File: src/rtl/axi_line_controller_if.sv
// 32-bit AXI4-Lite channel bundle shared by the line controller and its slave.
interface axi4_lite_if;
    logic [31:0] awaddr;
    logic        awvalid;
    logic        awready;
    logic [31:0] wdata;
    logic [3:0]  wstrb;
    logic        wvalid;
    logic        wready;
    logic [1:0]  bresp;
    logic        bvalid;
    logic        bready;
    logic [31:0] araddr;
    logic        arvalid;
    logic        arready;
    logic [31:0] rdata;
    logic [1:0]  rresp;
    logic        rvalid;
    logic        rready;

    modport master (
        output awaddr, awvalid, wdata, wstrb, wvalid, bready, araddr, arvalid, rready,
        input  awready, wready, bresp, bvalid, arready, rdata, rresp, rvalid
    );
    modport slave (
        input  awaddr, awvalid, wdata, wstrb, wvalid, bready, araddr, arvalid, rready,
        output awready, wready, bresp, bvalid, arready, rdata, rresp, rvalid
    );
endinterface

File: src/rtl/axi_line_controller.sv
// Splits a cache-line read/write request into WORDS sequential AXI4-Lite word
// transactions, one outstanding at a time, and reports a single completion.
module axi_line_controller #(
    parameter int ADDR_W = 28,
    parameter int WORDS  = 4,
    parameter int LINE_W = 32*WORDS
) (
    input  logic                 clk,
    input  logic                 rst_n,
    input  logic                 req_valid_i,
    output logic                 req_ready_o,
    input  logic                 req_write_i,
    input  logic [ADDR_W-1:0]    req_addr_i,
    input  logic [LINE_W-1:0]    req_wdata_i,
    input  logic [4*WORDS-1:0]   req_be_i,
    output logic                 resp_valid_o,
    output logic [LINE_W-1:0]    resp_rdata_o,
    output logic                 resp_err_o,
    axi4_lite_if.master          axi_if
);
    localparam int          KW       = $clog2(WORDS);
    localparam int          OFF_W    = KW + 2;
    localparam logic [31:0] OFF_MASK = 32'((1 << OFF_W) - 1);

    typedef enum logic [2:0] {
        IDLE    = 3'd0,
        RD_ADDR = 3'd1,
        RD_DATA = 3'd2,
        WR_REQ  = 3'd3,
        WR_RESP = 3'd4,
        DONE    = 3'd5
    } state_t;

    state_t              state_q, state_d;
    logic [KW-1:0]       k_q, k_d;
    logic [31:0]         base_q, base_d;
    logic                write_q, write_d;
    logic [LINE_W-1:0]   wdata_q, wdata_d;
    logic [4*WORDS-1:0]  be_q, be_d;
    logic [LINE_W-1:0]   line_q, line_d;
    logic                err_q, err_d;
    logic                aw_done_q, aw_done_d;
    logic                w_done_q, w_done_d;
    logic                resp_valid_q, resp_valid_d;
    logic                resp_err_q, resp_err_d;
    logic [LINE_W-1:0]   resp_rdata_q, resp_rdata_d;

    logic [31:0] k32_s;
    logic [31:0] addr_s;
    logic [31:0] word_s;
    logic [3:0]  nibble_s;
    logic        last_s;
    logic        aw_fin_s;
    logic        w_fin_s;

    // Word k lives at the MSB end of the line; the base is line aligned, so OR is a safe add.
    assign k32_s    = 32'(k_q);
    assign addr_s   = base_q | 32'({k_q, 2'b00});
    assign word_s   = wdata_q[LINE_W-1-32*k32_s -: 32];
    assign nibble_s = be_q[4*WORDS-1-4*k32_s -: 4];
    assign last_s   = (k_q == KW'(WORDS-1));

    assign req_ready_o    = (state_q == IDLE);
    assign resp_valid_o   = resp_valid_q;
    assign resp_err_o     = resp_err_q;
    assign resp_rdata_o   = resp_rdata_q;

    assign axi_if.arvalid = (state_q == RD_ADDR);
    assign axi_if.araddr  = addr_s;
    assign axi_if.rready  = (state_q == RD_DATA);
    assign axi_if.awvalid = (state_q == WR_REQ) && (nibble_s != 4'h0) && !aw_done_q;
    assign axi_if.wvalid  = (state_q == WR_REQ) && (nibble_s != 4'h0) && !w_done_q;
    assign axi_if.awaddr  = addr_s;
    assign axi_if.wdata   = word_s;
    assign axi_if.wstrb   = nibble_s;
    assign axi_if.bready  = (state_q == WR_RESP);

    assign aw_fin_s = aw_done_q | (axi_if.awvalid & axi_if.awready);
    assign w_fin_s  = w_done_q  | (axi_if.wvalid  & axi_if.wready);

    // Next-state and datapath update for the line sequencer.
    always_comb begin
        state_d      = state_q;
        k_d          = k_q;
        base_d       = base_q;
        write_d      = write_q;
        wdata_d      = wdata_q;
        be_d         = be_q;
        line_d       = line_q;
        err_d        = err_q;
        aw_done_d    = aw_done_q;
        w_done_d     = w_done_q;
        resp_valid_d = 1'b0;
        resp_err_d   = resp_err_q;
        resp_rdata_d = resp_rdata_q;
        case (state_q)
            IDLE: begin
                if (req_valid_i) begin
                    state_d   = req_write_i ? WR_REQ : RD_ADDR;
                    k_d       = '0;
                    base_d    = 32'(req_addr_i) & ~OFF_MASK;
                    write_d   = req_write_i;
                    wdata_d   = req_wdata_i;
                    be_d      = req_be_i;
                    err_d     = 1'b0;
                    aw_done_d = 1'b0;
                    w_done_d  = 1'b0;
                end else begin
                    state_d = IDLE;
                end
            end
            RD_ADDR: begin
                if (axi_if.arready) begin
                    state_d = RD_DATA;
                end else begin
                    state_d = RD_ADDR;
                end
            end
            RD_DATA: begin
                if (axi_if.rvalid) begin
                    line_d[LINE_W-1-32*k32_s -: 32] = axi_if.rdata;
                    err_d   = err_q | (axi_if.rresp != 2'b00);
                    state_d = last_s ? DONE : RD_ADDR;
                    k_d     = last_s ? k_q : k_q + KW'(1);
                end else begin
                    state_d = RD_DATA;
                end
            end
            WR_REQ: begin
                if (nibble_s == 4'h0) begin
                    state_d = last_s ? DONE : WR_REQ;
                    k_d     = last_s ? k_q : k_q + KW'(1);
                end else if (aw_fin_s && w_fin_s) begin
                    state_d   = WR_RESP;
                    aw_done_d = 1'b0;
                    w_done_d  = 1'b0;
                end else begin
                    aw_done_d = aw_fin_s;
                    w_done_d  = w_fin_s;
                end
            end
            WR_RESP: begin
                if (axi_if.bvalid) begin
                    err_d   = err_q | (axi_if.bresp != 2'b00);
                    state_d = last_s ? DONE : WR_REQ;
                    k_d     = last_s ? k_q : k_q + KW'(1);
                end else begin
                    state_d = WR_RESP;
                end
            end
            DONE: begin
                state_d      = IDLE;
                resp_valid_d = 1'b1;
                resp_err_d   = err_q;
                if (!write_q) begin
                    resp_rdata_d = line_q;
                end else begin
                    resp_rdata_d = resp_rdata_q;
                end
            end
            default: begin
                state_d = IDLE;
            end
        endcase
    end

    // State and datapath registers; reset drops every AXI valid/ready at once.
    always_ff @(posedge clk or negedge rst_n) begin
        if (!rst_n) begin
            state_q      <= IDLE;
            k_q          <= '0;
            base_q       <= 32'h0;
            write_q      <= 1'b0;
            wdata_q      <= '0;
            be_q         <= '0;
            line_q       <= '0;
            err_q        <= 1'b0;
            aw_done_q    <= 1'b0;
            w_done_q     <= 1'b0;
            resp_valid_q <= 1'b0;
            resp_err_q   <= 1'b0;
            resp_rdata_q <= '0;
        end else begin
            state_q      <= state_d;
            k_q          <= k_d;
            base_q       <= base_d;
            write_q      <= write_d;
            wdata_q      <= wdata_d;
            be_q         <= be_d;
            line_q       <= line_d;
            err_q        <= err_d;
            aw_done_q    <= aw_done_d;
            w_done_q     <= w_done_d;
            resp_valid_q <= resp_valid_d;
            resp_err_q   <= resp_err_d;
            resp_rdata_q <= resp_rdata_d;
        end
    end
endmodule

File: src/flat_wrapper.sv
// flat-port wrapper written by rule: the top's interface ports become plain ports
module axi_line_controller_flat 
#(
    parameter int ADDR_W = 28,
    parameter int WORDS  = 4,
    parameter int LINE_W = 32*WORDS
)
  (clk, rst_n, req_valid_i, req_ready_o, req_write_i, req_addr_i, req_wdata_i, req_be_i, resp_valid_o, resp_rdata_o, resp_err_o, axi_if_awaddr, axi_if_awvalid, axi_if_wdata, axi_if_wstrb, axi_if_wvalid, axi_if_bready, axi_if_araddr, axi_if_arvalid, axi_if_rready, axi_if_awready, axi_if_wready, axi_if_bresp, axi_if_bvalid, axi_if_arready, axi_if_rdata, axi_if_rresp, axi_if_rvalid);
  axi4_lite_if axi_if_i ();
  input  logic clk;
  input  logic rst_n;
  input  logic req_valid_i;
  output logic req_ready_o;
  input  logic req_write_i;
  input  logic [ADDR_W-1:0] req_addr_i;
  input  logic [LINE_W-1:0] req_wdata_i;
  input  logic [4*WORDS-1:0] req_be_i;
  output logic resp_valid_o;
  output logic [LINE_W-1:0] resp_rdata_o;
  output logic resp_err_o;
  output wire logic [$bits(axi_if_i.awaddr)-1:0] axi_if_awaddr;
  output wire logic [$bits(axi_if_i.awvalid)-1:0] axi_if_awvalid;
  output wire logic [$bits(axi_if_i.wdata)-1:0] axi_if_wdata;
  output wire logic [$bits(axi_if_i.wstrb)-1:0] axi_if_wstrb;
  output wire logic [$bits(axi_if_i.wvalid)-1:0] axi_if_wvalid;
  output wire logic [$bits(axi_if_i.bready)-1:0] axi_if_bready;
  output wire logic [$bits(axi_if_i.araddr)-1:0] axi_if_araddr;
  output wire logic [$bits(axi_if_i.arvalid)-1:0] axi_if_arvalid;
  output wire logic [$bits(axi_if_i.rready)-1:0] axi_if_rready;
  input wire logic [$bits(axi_if_i.awready)-1:0] axi_if_awready;
  input wire logic [$bits(axi_if_i.wready)-1:0] axi_if_wready;
  input wire logic [$bits(axi_if_i.bresp)-1:0] axi_if_bresp;
  input wire logic [$bits(axi_if_i.bvalid)-1:0] axi_if_bvalid;
  input wire logic [$bits(axi_if_i.arready)-1:0] axi_if_arready;
  input wire logic [$bits(axi_if_i.rdata)-1:0] axi_if_rdata;
  input wire logic [$bits(axi_if_i.rresp)-1:0] axi_if_rresp;
  input wire logic [$bits(axi_if_i.rvalid)-1:0] axi_if_rvalid;
  assign axi_if_awaddr = axi_if_i.awaddr;
  assign axi_if_awvalid = axi_if_i.awvalid;
  assign axi_if_wdata = axi_if_i.wdata;
  assign axi_if_wstrb = axi_if_i.wstrb;
  assign axi_if_wvalid = axi_if_i.wvalid;
  assign axi_if_bready = axi_if_i.bready;
  assign axi_if_araddr = axi_if_i.araddr;
  assign axi_if_arvalid = axi_if_i.arvalid;
  assign axi_if_rready = axi_if_i.rready;
  assign axi_if_i.awready = axi_if_awready;
  assign axi_if_i.wready = axi_if_wready;
  assign axi_if_i.bresp = axi_if_bresp;
  assign axi_if_i.bvalid = axi_if_bvalid;
  assign axi_if_i.arready = axi_if_arready;
  assign axi_if_i.rdata = axi_if_rdata;
  assign axi_if_i.rresp = axi_if_rresp;
  assign axi_if_i.rvalid = axi_if_rvalid;
  axi_line_controller #(.ADDR_W(ADDR_W), .WORDS(WORDS), .LINE_W(LINE_W)) u_core (.clk(clk), .rst_n(rst_n), .req_valid_i(req_valid_i), .req_ready_o(req_ready_o), .req_write_i(req_write_i), .req_addr_i(req_addr_i), .req_wdata_i(req_wdata_i), .req_be_i(req_be_i), .resp_valid_o(resp_valid_o), .resp_rdata_o(resp_rdata_o), .resp_err_o(resp_err_o), .axi_if(axi_if_i));
endmodule
File: config.mk
export PLATFORM = sky130hd
export DESIGN_NAME = axi_line_controller_flat
export DESIGN_NICKNAME = d
export VERILOG_FILES = /design/src/rtl/axi_line_controller_if.sv /design/src/rtl/axi_line_controller.sv /design/src/flat_wrapper.sv
export SDC_FILE = /design/constraint.sdc
export NUM_CORES = 1
export LEC_CHECK = 0
export ABC_CLOCK_PERIOD_IN_PS = 3300
export CAP_MARGIN = 15
export CORE_ASPECT_RATIO = 1.4
export CORE_MARGIN = 2
export CORE_UTILIZATION = 25
export CTS_BUF_LIST = sky130_fd_sc_hd__clkbuf_16
export CTS_CLUSTER_SIZE = 30
export DETAILED_ROUTE_END_ITERATION = 6
export MAX_ROUTING_LAYER = met4
export SETUP_SLACK_MARGIN = 0.05
export SLEW_MARGIN = 10
export SYNTH_ARGS = -nofsm -noshare
export SYNTH_HDL_FRONTEND = slang
export SYNTH_SLANG_ARGS = --single-unit
File: constraint.sdc
create_clock -name clk -period 3.3 [get_ports clk]
set_clock_uncertainty 0.2 [all_clocks]
set_input_delay 0.66 -clock clk [delete_from_list [all_inputs] [get_ports clk]]
set_output_delay 0.66 -clock clk [all_outputs]
set_load 0.005 [all_outputs]
# After elaboration in Yosys (flattened, before gate mapping)
# Cells that the tools add are included.
[word_totals]
input_bits = 217
ramBits = 0
rom_bits = 0
memories = 0
latchBits = 0
out_inout_bits = 236
register_bits = 435
[op_classes]
eq_ne = 12
order_cmp = 0
bitwise_logic = 8
mul = 0
shift = 4
n_reduce_logical = 20
n_div = 0
add_sub_neg = 4
n_mux = 28
[ops]
columns = ["operator", "n"]
rows = [
  ["variable shift 32 x 34 -> 159 bit, first input constant", 1],
  ["variable part select 159 x 33 -> 32 bit", 1],
  ["variable part select 32 x 34 -> 159 bit", 1],
  ["bitwise mux 128 bit", 1],
  ["negation 32 -> 34 bit", 1],
  ["variable part select 19 x 33 -> 4 bit", 1],
  ["bitwise OR 28 x 4 -> 28 bit", 1],
  ["2-to-1 mux 3 bit", 7],
  ["case mux 3 bit (5 select lines)", 1],
  ["2-to-1 mux 2 bit", 7],
  ["2-to-1 mux 1 bit", 8],
  ["case mux 2 bit (4 select lines)", 1],
  ["nonzero test 4 bit", 2],
  ["subtractor 7 x 7 -> 8 bit, first input constant", 1],
  ["== test 3 x 2 -> 1 bit, second input constant", 2],
  ["== test 3 bit, second input constant", 2],
  ["!= test 2 bit, second input constant", 3],
  ["AND reduction 2 bit", 3],
  ["nonzero test 2 bit", 3],
  ["AND reduction 5 bit", 1],
  ["subtractor 4 x 4 -> 5 bit, first input constant", 1],
  ["logical AND 1 bit", 4],
  ["zero test 4 bit", 1],
  ["!= test 2 x 1 -> 1 bit, second input constant", 2],
  ["14 further kinds", 20],
]

# Longest topological paths before layout
# Gate-level depths: netlist of run 1.
[depth]
depth_word = 11
depth_mapped = 8
ltp_nobuf = 5

# Worst setup path after synthesis of run 1
# Ideal clock, no wire load.
[synth_path]
kind = "flip-flop to output port"
from = "register u_core.k_q[0]"
to = "output axi_if_wdata[0]"
slack_ns = 0.621
t_required_ns = 2.440
n_path_buf = 3
t_arrival_ns = 1.819
path_stages_with_launch = 5
path_cell_list = "dfrtp_1 > buf_6 > clkbuf_1 > buf_2 > mux4_2"
[synth_between]
elab_chain_cells = 2
[synth_rtl]
columns = ["element", "line_no", "rtl"]
rows = [
  ["start: declaration", "axi_line_controller.sv:35", "logic [KW-1:0] k_q, k_d;"],
  ["start signal: assignment", "axi_line_controller.sv:185", "k_q <= k_d;"],
  ["subtractor 7 x 7 -> 8 bit", "axi_line_controller.sv:59", "assign word_s = wdata_q[LINE_W-1-32*k32_s -: 32];"],
  ["variable part select 159 x 33 -> 32 bit", "axi_line_controller.sv:59", ""],
  ["end: declaration", "flat_wrapper.sv:23", "output wire logic [$bits(axi_if_i.wdata)-1:0] axi_if_wdata;"],
]
# Every way passes these cells.

# Worst setup path in the final report of run 1
[layout_path]
from = "register u_core.k_q[0]"
to = "output axi_if_awvalid"
[layout_between]
elab_chain_cells = 5
[layout_rtl]
columns = ["element", "line_no", "rtl"]
rows = [
  ["subtractor 4 x 4 -> 5 bit", "axi_line_controller.sv:60", "assign nibble_s = be_q[4*WORDS-1-4*k32_s -: 4];"],
  ["variable part select 19 x 33 -> 4 bit", "axi_line_controller.sv:60", ""],
  ["nonzero test 4 bit", "axi_line_controller.sv:71", "assign axi_if.awvalid = (state_q == WR_REQ) && (nibble_s != 4'h0) && !aw_done_q;"],
  ["logical AND 1 bit (2 in series)", "axi_line_controller.sv:71", ""],
  ["end: declaration", "flat_wrapper.sv:22", "output wire logic [$bits(axi_if_i.awvalid)-1:0] axi_if_awvalid;"],
]
# Every way passes these cells.

==> metrics.txt, run 1 <==
# TYPE chip_impl_metric gauge
chip_impl_metric{name="gr-usage-met3",unit=""} 0.0410
chip_impl_metric{name="yosysUniqueCellTypes",unit=""} 38
chip_impl_metric{name="antenna_violations_before_repair",unit=""} 2
chip_impl_info{name="crit-reg2reg-launch",value="u_core.k_q[0]"} 1
chip_impl_metric{name="tritoncts_num_sinks",unit=""} 435
chip_impl_metric{name="p_int",unit="mW"} 12.8
chip_impl_metric{name="combinationalPowerShare",unit=""} 0.342
chip_impl_metric{name="avgViaCountPerCell",unit=""} 4.27
chip_impl_metric{name="drt-initial-drc-count",unit=""} 597
chip_impl_metric{name="final_hold_viol_count",unit=""} 0
chip_impl_metric{name="detail_route.drc_violations",unit=""} 0
chip_impl_metric{name="grt.met2_usage",unit=""} 0.253
chip_impl_metric{name="area_delta_synth_final",unit="%"} 40.3
chip_impl_metric{name="crit_path_required_time",unit="ns"} 2.44
chip_impl_metric{name="final_net_count",unit=""} 2356
chip_impl_metric{name="width_of_the_chip",unit="um"} 230
chip_impl_metric{name="min_path_cells",unit=""} 2
chip_impl_metric{name="initial_utilization",unit=""} 0.253
chip_impl_metric{name="setup_viol",unit=""} 2
chip_impl_metric{name="layout.cell_area.non_filler",unit="mm2"} 0.0250
chip_impl_info{name="gr-max-usage-layer",value="met2"} 1
chip_impl_metric{name="postLayoutSetupSlackWorst",unit="ns"} -0.0673
chip_impl_info{name="run_status",value="finished, violations left"} 1
chip_impl_info{name="path_class",value="flop to output port"} 1
chip_impl_metric{name="r2r_cells",unit=""} 9
chip_impl_metric{name="worst_r2r_setup_slack",unit="ns"} 0.58
chip_impl_info{name="most_frequent_cells_after_synthesis",value="771 x nand2_1, 435 x dfrtp_1, 132 x o21ai_0, 130 x mux2_2, 82 x clkbuf_1"} 1
chip_impl_metric{name="first_pass_grt_wire_length",unit="mm"} 82.8
chip_impl_metric{name="ctsLongestPathBuffers",unit=""} 3
chip_impl_metric{name="critical_path_peak_fanout",unit=""} 5
chip_impl_info{name="worst_setup_path_startpoint",value="u_core.k_q[0]"} 1
chip_impl_info{name="synthFlopType",value="dfrtp_1"} 1
chip_impl_metric{name="synthArstFlopShare",unit=""} 1.00
chip_impl_metric{name="detailed_place.area",unit="mm2"} 0.0234
chip_impl_metric{name="synth_area",unit="mm2"} 0.0178
chip_impl_metric{name="timing.max_cap.violations",unit=""} 0
chip_impl_metric{name="yosysWarningCount",unit=""} 0
chip_impl_metric{name="dieHeight",unit="um"} 320
chip_impl_metric{name="floorplan.rows",unit=""} 115
chip_impl_metric{name="drt_pass_1_iters",unit=""} 4
chip_impl_metric{name="syn-instance-count",unit=""} 1701
chip_impl_metric{name="htree_num_levels",unit=""} 2
chip_impl_metric{name="route.vias.total",unit=""} 13300
chip_impl_metric{name="worstPathArrival",unit="ns"} 2.51
chip_impl_metric{name="post-synth-top-area-fraction",unit=""} 0.611
chip_impl_info{name="critical_path_startpoint_category",value="flop"} 1
chip_impl_metric{name="wl_per_cell",unit="um"} 17.1
chip_impl_metric{name="nFillCells",unit=""} 6996
chip_impl_metric{name="min_period",unit="ns"} 3.37
chip_impl_info{name="cts_tree",value="built"} 1
chip_impl_metric{name="grt_pass1_vias",unit=""} 13900
chip_impl_metric{name="cts_made_buffers",unit=""} 45
chip_impl_metric{name="seq_area_frac_synth",unit=""} 0.611
chip_impl_info{name="capturing_point_of_the_worst_reg2reg_path",value="u_core.k_q[0]"} 1
chip_impl_metric{name="fin_crit_sh",unit=""} 1.02
chip_impl_metric{name="switching_share",unit=""} 0.327
chip_impl_metric{name="p_switching",unit="mW"} 6.22
chip_impl_metric{name="pre_cts_ws",unit="ns"} 0.205
chip_impl_metric{name="grt_max_degree",unit=""} 86
chip_impl_metric{name="final_slew_violations",unit=""} 0
chip_impl_metric{name="die_area",unit="mm2"} 0.0734
chip_impl_metric{name="seqPwrFrac",unit=""} 0.406
chip_impl_metric{name="fmax",unit="MHz"} 297
chip_impl_info{name="failed_checks",value="negative setup slack"} 1
chip_impl_info{name="top_count_cell_post_synth",value="nand2_1"} 1
chip_impl_metric{name="max_ir_drop_vdd",unit="V"} 0.000463
chip_impl_metric{name="seq_area",unit="mm2"} 0.0109
chip_impl_info{name="grt_setup_unrepaired",value="true"} 1
chip_impl_metric{name="cellPowerDensity",unit="mW/mm2"} 762
chip_impl_info{name="endpoint_kind",value="output port"} 1
chip_impl_info{name="root_buffer",value="clkbuf_16"} 1
chip_impl_metric{name="numPortBuffers",unit=""} 436
chip_impl_metric{name="power",unit="mW"} 19.0
chip_impl_metric{name="clock_power_share",unit=""} 0.252
chip_impl_metric{name="pin_count",unit=""} 453
chip_impl_info{name="hp-start",value="u_core.wdata_q[112]"} 1
chip_impl_metric{name="slew-limit-headroom",unit=""} 0.494
chip_impl_metric{name="timing_worst_slew_pin_value",unit="ns"} 0.758
chip_impl_metric{name="hpwlAfterDp",unit="mm"} 38.0
chip_impl_metric{name="routabilityCongestion",unit=""} 0.844
chip_impl_info{name="path_type_of_the_worst_min_delay_path",value="flop to flop"} 1
chip_impl_metric{name="worstSkewPairLatency",unit="ns"} 0.60
chip_impl_metric{name="fin_worst_hold_slack",unit="ns"} 0.271
chip_impl_metric{name="grtUsageMet1",unit=""} 0.170
chip_impl_metric{name="finalSetupTns",unit="ns"} -0.134
chip_impl_metric{name="grt.total_usage",unit=""} 0.150
chip_impl_info{name="synth.area.top_cells",value="dfrtp_1 61%, nand2_1 16%, mux2_2 8.2%, mux4_2 4.6%, o21ai_0 3.7%"} 1
chip_impl_metric{name="drt.antenna.violating_nets",unit=""} 0
chip_impl_metric{name="clkTransAtPathRegs",unit="ns"} 0.06
chip_impl_metric{name="multi_input_comb_area",unit="mm2"} 0.00634
chip_impl_metric{name="wire_length_after_detailed_routing",unit="mm"} 53.2
chip_impl_metric{name="synth.avg_cell_area",unit="um2"} 10.5
chip_impl_metric{name="synth_enable_flop_cells",unit=""} 0
chip_impl_metric{name="drive_above_1_share",unit=""} 0.162
chip_impl_metric{name="grt_overflow_total",unit=""} 0
chip_impl_metric{name="cellLeakagePower",unit="nW"} 11.7
chip_impl_metric{name="coreArea",unit="mm2"} 0.0704
chip_impl_metric{name="synth_seq_cells",unit=""} 435
chip_impl_info{name="cell_accounting_for_the_most_synthesized_area",value="dfrtp_1"} 1
chip_impl_info{name="hold_end",value="u_core.wdata_q[112]"} 1
==> cell usage in the layout, fill, tap and decap left out, drive strengths merged, types with 12 or more instances in the layout <==
master         instances
dfrtp                435
inv                   16
dlygate4sd2           13
o21ai                132
clkdlybuf4s50        399
nor2                  12
clkinv                22
nand2                771
mux4                  36
buf                  100
clkbuf                45
conb                  12
mux2                 131
==> critical path: stages (launching register included) <==
cell and delay [ns]:
dfrtp_4 0.51, buf_6 0.13, mux4_2 0.47, o41ai_4 0.39
buf_6 0.17, buf_12 0.10, nor2_4 0.03, buf_6 0.12
==> what timing repair did <==
item | 4_1_cts | 5_1_grt
setup buffers | 15 | 3
cloned | 3 | 0
setup endpoints to repair | 35 | 6
endpoints found under the hold margin | 63 | 0
resized for setup | 115 | 11
pin swaps | 1 | 1
hold buffers | 1 | 0
==> power groups by stage <==
stage / sequential, mW / combinational [mW] / clock (mW)
after floorplan: 7.55 / 3.32 / 0
after global placement: 7.74 / 6.39 / 0
after detailed placement: 7.83 / 6.48 / 0
after CTS: 7.74 / 6.59 / 4.99
after global routing: 7.92 / 7.21 / 5.20
final: 7.74 / 6.51 / 4.80
==> how the worst max path moves through the flow <==
stage	to	depth (start not counted)
after floorplan	axi_if_wdata[0]	4
after global placement	axi_if_wvalid	5
after detailed placement	axi_if_wvalid	5
after CTS	axi_if_awvalid	7
after global routing	axi_if_wvalid	7
final	axi_if_awvalid	7
==> layer usage <==
metal,vias to the layer above,share of wire
met5,-,0
met4,0,0.034
met3,92,0.071
met2,398,0.50
met1,6434,0.40
li1,6331,-
==> stage by stage <==
stage | util | std cells
after floorplan | - | 1712
after global placement | 0.333 | 3002
after detailed placement | 0.333 | 3002
after CTS | 0.354 | 3101
after global routing | 0.355 | 3105
final | 0.355 | 3105
==> registers in the layout, summed over array words and instances, names as in the netlist, 2 cells and up <==
register	count
u_core.state_q	3
u_core.resp_rdata_o	128
u_core.k_q	2
u_core.base_q	24
u_core.line_q	128
u_core.be_q	16
u_core.wdata_q	128
==> cells by family after synthesis <==
group	count (synthesis)	synth area share
multiplexers	170	0.130
buffers and inverters	143	0.0397
flip-flops	435	0.611
other	1	0.000211
AND/OR/NAND/NOR	803	0.173
AO/OA/AOI/OAI	145	0.0433
adder cells (fa/ha/maj)	4	0.00281
==> layout make-up <==
type	instances	share of cell area
Clock buffer	45	0.0451
Timing Repair Buffer	514	0.208
Clock inverter	35	0.00981
Sequential cell	435	0.436
Multi-Input combinational cell	1134	0.254
Tap cell	936	0.0469
Inverter	5	0.000751
Antenna cell	1	0.000100
Note: power is estimated with default switching activity, not from simulation.
==> inputs of run 2 (changes only) <==
- CORE_ASPECT_RATIO: 1.4 -> 0.8
==> run 2 against run 1 <==
  * Final cell count is 0.39% lower
  * Largest cell class unchanged
  * Design area increased by 0.12%
  * Worst hold slack got worse by 0.0031 ns
  * Combinational power hardly changed
  * Clock power increased by 11%
  * Power grew 2.7%
  * Via count is 0.61% higher
  * The run still ends with negative setup slack left
  * Setup slack worse by 0.15 ns
  * First-iteration DRC count grew 4.0%
  * Flip-flop and latch count unchanged
  * Largest power group unchanged
==> metrics.txt, run 2 (synthesis results as in run 1) <==
# TYPE chip_impl_metric gauge
chip_impl_metric{name="grt_overflow_total",unit=""} 0
chip_impl_metric{name="drt-initial-drc-count",unit=""} 621
chip_impl_info{name="endpoint_kind",value="output port"} 1
chip_impl_metric{name="cp.buffers_inverters",unit=""} 4
chip_impl_metric{name="power",unit="mW"} 19.6
chip_impl_metric{name="area_delta_synth_final",unit="%"} 40.5
chip_impl_metric{name="cellLeakagePower",unit="nW"} 11.6
chip_impl_metric{name="first_pass_grt_wire_length",unit="mm"} 81.9
chip_impl_info{name="run_status",value="finished, violations left"} 1
chip_impl_info{name="hp-start",value="u_core.wdata_q[59]"} 1
chip_impl_metric{name="die_area",unit="mm2"} 0.0734
chip_impl_metric{name="grt_pass1_vias",unit=""} 13900
chip_impl_metric{name="clkTransAtPathRegs",unit="ns"} 0.07
chip_impl_metric{name="nFillCells",unit=""} 6998
chip_impl_metric{name="slew-limit-headroom",unit=""} 0.453
chip_impl_metric{name="combinationalPowerShare",unit=""} 0.331
chip_impl_metric{name="timing.max_cap.violations",unit=""} 0
chip_impl_info{name="crit_family",value="buffers and inverters"} 1
chip_impl_metric{name="worst_path_largest_cell_delay",unit="ns"} 0.50
chip_impl_metric{name="max_ir_drop_vdd",unit="V"} 0.000438
chip_impl_info{name="path_class",value="flop to output port"} 1
chip_impl_metric{name="ctsLongestPathBuffers",unit=""} 3
chip_impl_metric{name="grt.total_usage",unit=""} 0.148
chip_impl_info{name="final_common_cell",value="nand2_1"} 1
chip_impl_info{name="critical_path.cell_chain",value="buf_12 > mux4_2 > o41ai_4 > buf_4 > buf_6 > nor2_4 > buf_6"} 1
chip_impl_metric{name="drive_above_1_share",unit=""} 0.149
chip_impl_metric{name="avgViaCountPerCell",unit=""} 4.31
chip_impl_metric{name="worstPathArrival",unit="ns"} 2.66
chip_impl_metric{name="hpwlAfterDp",unit="mm"} 37.1
chip_impl_info{name="path_type_of_the_worst_min_delay_path",value="flop to flop"} 1
chip_impl_info{name="final_cell_mix",value="766 x nand2_1, 433 x dfrtp_1, 425 x clkdlybuf4s50_1"} 1
chip_impl_metric{name="wl_per_cell",unit="um"} 17.2
chip_impl_metric{name="fmax",unit="MHz"} 284
chip_impl_metric{name="critical_path_peak_fanout",unit=""} 4
chip_impl_info{name="grt_setup_unrepaired",value="true"} 1
chip_impl_metric{name="drt.antenna.violating_nets",unit=""} 0
chip_impl_info{name="crit_path_top_delay_cell",value="dfrtp_4"} 1
chip_impl_metric{name="crit_path_required_time",unit="ns"} 2.44
chip_impl_metric{name="min_period",unit="ns"} 3.52
chip_impl_metric{name="final_hold_viol_count",unit=""} 0
chip_impl_metric{name="width_of_the_chip",unit="um"} 302
chip_impl_metric{name="tritoncts_num_sinks",unit=""} 435
chip_impl_metric{name="antenna_violations_before_repair",unit=""} 2
chip_impl_metric{name="pin_count",unit=""} 453
chip_impl_metric{name="pre_cts_ws",unit="ns"} 0.0375
chip_impl_info{name="failed_checks",value="negative setup slack"} 1
chip_impl_metric{name="fin_crit_sh",unit=""} 1.07
chip_impl_metric{name="finalSetupTns",unit="ns"} -3.47
chip_impl_metric{name="worstSkewPairLatency",unit="ns"} 0.58
chip_impl_metric{name="postLayoutSetupSlackWorst",unit="ns"} -0.215
chip_impl_metric{name="p_int",unit="mW"} 13.3
chip_impl_info{name="root_buffer",value="clkbuf_16"} 1
chip_impl_metric{name="htree_num_levels",unit=""} 2
chip_impl_metric{name="detailed_place.area",unit="mm2"} 0.0233
chip_impl_metric{name="drt_pass_1_iters",unit=""} 4
chip_impl_metric{name="setup_viol",unit=""} 30
chip_impl_metric{name="dieHeight",unit="um"} 243
chip_impl_metric{name="routabilityCongestion",unit=""} 0.820
chip_impl_metric{name="layout.cell_area.non_filler",unit="mm2"} 0.0250
chip_impl_metric{name="floorplan.rows",unit=""} 87
chip_impl_metric{name="clock_power_share",unit=""} 0.272
chip_impl_metric{name="wire_length_after_detailed_routing",unit="mm"} 53.3
chip_impl_metric{name="cts_made_buffers",unit=""} 48
chip_impl_metric{name="route.vias.total",unit=""} 13300
chip_impl_info{name="worst_setup_path_startpoint",value="u_core.k_q[0]"} 1
chip_impl_metric{name="final_net_count",unit=""} 2343
chip_impl_metric{name="switching_share",unit=""} 0.319
chip_impl_metric{name="seqPwrFrac",unit=""} 0.397
chip_impl_metric{name="detail_route.drc_violations",unit=""} 0
chip_impl_info{name="crit-reg2reg-launch",value="u_core.k_q[0]"} 1
chip_impl_metric{name="p_switching",unit="mW"} 6.24
chip_impl_info{name="critical-path-top-cell-by-count",value="buf_6"} 1
chip_impl_info{name="critical_path_startpoint_category",value="flop"} 1
chip_impl_metric{name="coreArea",unit="mm2"} 0.0705
chip_impl_metric{name="cellPowerDensity",unit="mW/mm2"} 782
chip_impl_metric{name="numPortBuffers",unit=""} 436
chip_impl_metric{name="final_slew_violations",unit=""} 0
chip_impl_info{name="cts_tree",value="built"} 1
chip_impl_metric{name="timing_worst_slew_pin_value",unit="ns"} 0.820
chip_impl_metric{name="grt_max_degree",unit=""} 90
chip_impl_metric{name="initial_utilization",unit=""} 0.252
[run 2: cell count changes in the layout (fill, tap and decap cells not counted), moves of 4 or more]
cell and delta:
clkdlybuf4s50_1 +26, buf_2 -18, dlygate4sd2_1 -8, buf_12 -7, buf_6 -6, buf_4 -4
bufinv_16 +4
[run 2: power by group through the flow]
stage	sequential, mW	clock (mW)	combinational, mW
global placement	7.76	0	6.23
global route	7.96	5.72	7.17
detailed placement	7.86	0	6.34
floorplan	7.55	0	3.32
finish	7.77	5.31	6.48
CTS	7.77	5.50	6.57
[run 2: cell type report]
cell class	count	area [um2]	area share
inverter	5	18.8	0.000750
antenna	3	7.51	0.000300
multi-input combinational	1134	6330	0.253
clock inverter	36	342	0.0137
clock buffer	48	1200	0.0480
sequential	435	10900	0.435
tap	934	1170	0.0467
timing repair buffer	498	5060	0.202
[run 2: final timing paths]
check	end	slack (ns)	cells past startpoint
worst max register to register	u_core.k_q[0]	0.27	9
worst max-delay path	axi_if_wvalid	-0.22	7
worst min-delay path	u_core.wdata_q[59]	0.27	2
worst min register to register	u_core.wdata_q[59]	0.27	2
max in group asynchronous	u_core.line_q[1]	1.42	4
min in group asynchronous	u_core.line_q[124]	0.53	2
[run 2: worst reg2reg max path, stage by stage, from the launching register on]
cell,delay (ns)
dfrtp_4,0.50
buf_12,0.14
mux4_2,0.48
o41ai_4,0.46
buf_4,0.21
buf_6,0.12
buf_4,0.14
buf_4,0.19
nand3_2,0.14
mux2_4,0.34
[run 2: metrics by stage]
stage	hold slack, ns	util	cells
finish	0.268	0.355	3093
global route	0.292	0.355	3093
CTS	0.273	0.354	3086
detailed placement	0.258	0.330	2993
global placement	0.254	0.330	2993
floorplan	0.164	-	1712
[run 2: routing by layer]
layer	up-vias	part of all wire	track usage	wire length, um
li1	6310	-	-	-
met1	6575	0.44	0.187	23600
met2	374	0.44	0.225	23600
met3	77	0.090	0.0513	4790
met4	0	0.023	0.0393	1240
met5	-	0	-	0
[run 2: timing repair]
item | 4_1_cts | 5_1_grt
endpoints found under the hold margin | 72 | 0
gates resized for setup | 22 | 6
gates cloned | 2 | 0
hold buffers | 1 | 0
buffers inserted | 6 | 4
pin swaps | 1 | 1
setup endpoints to repair | 36 | 35
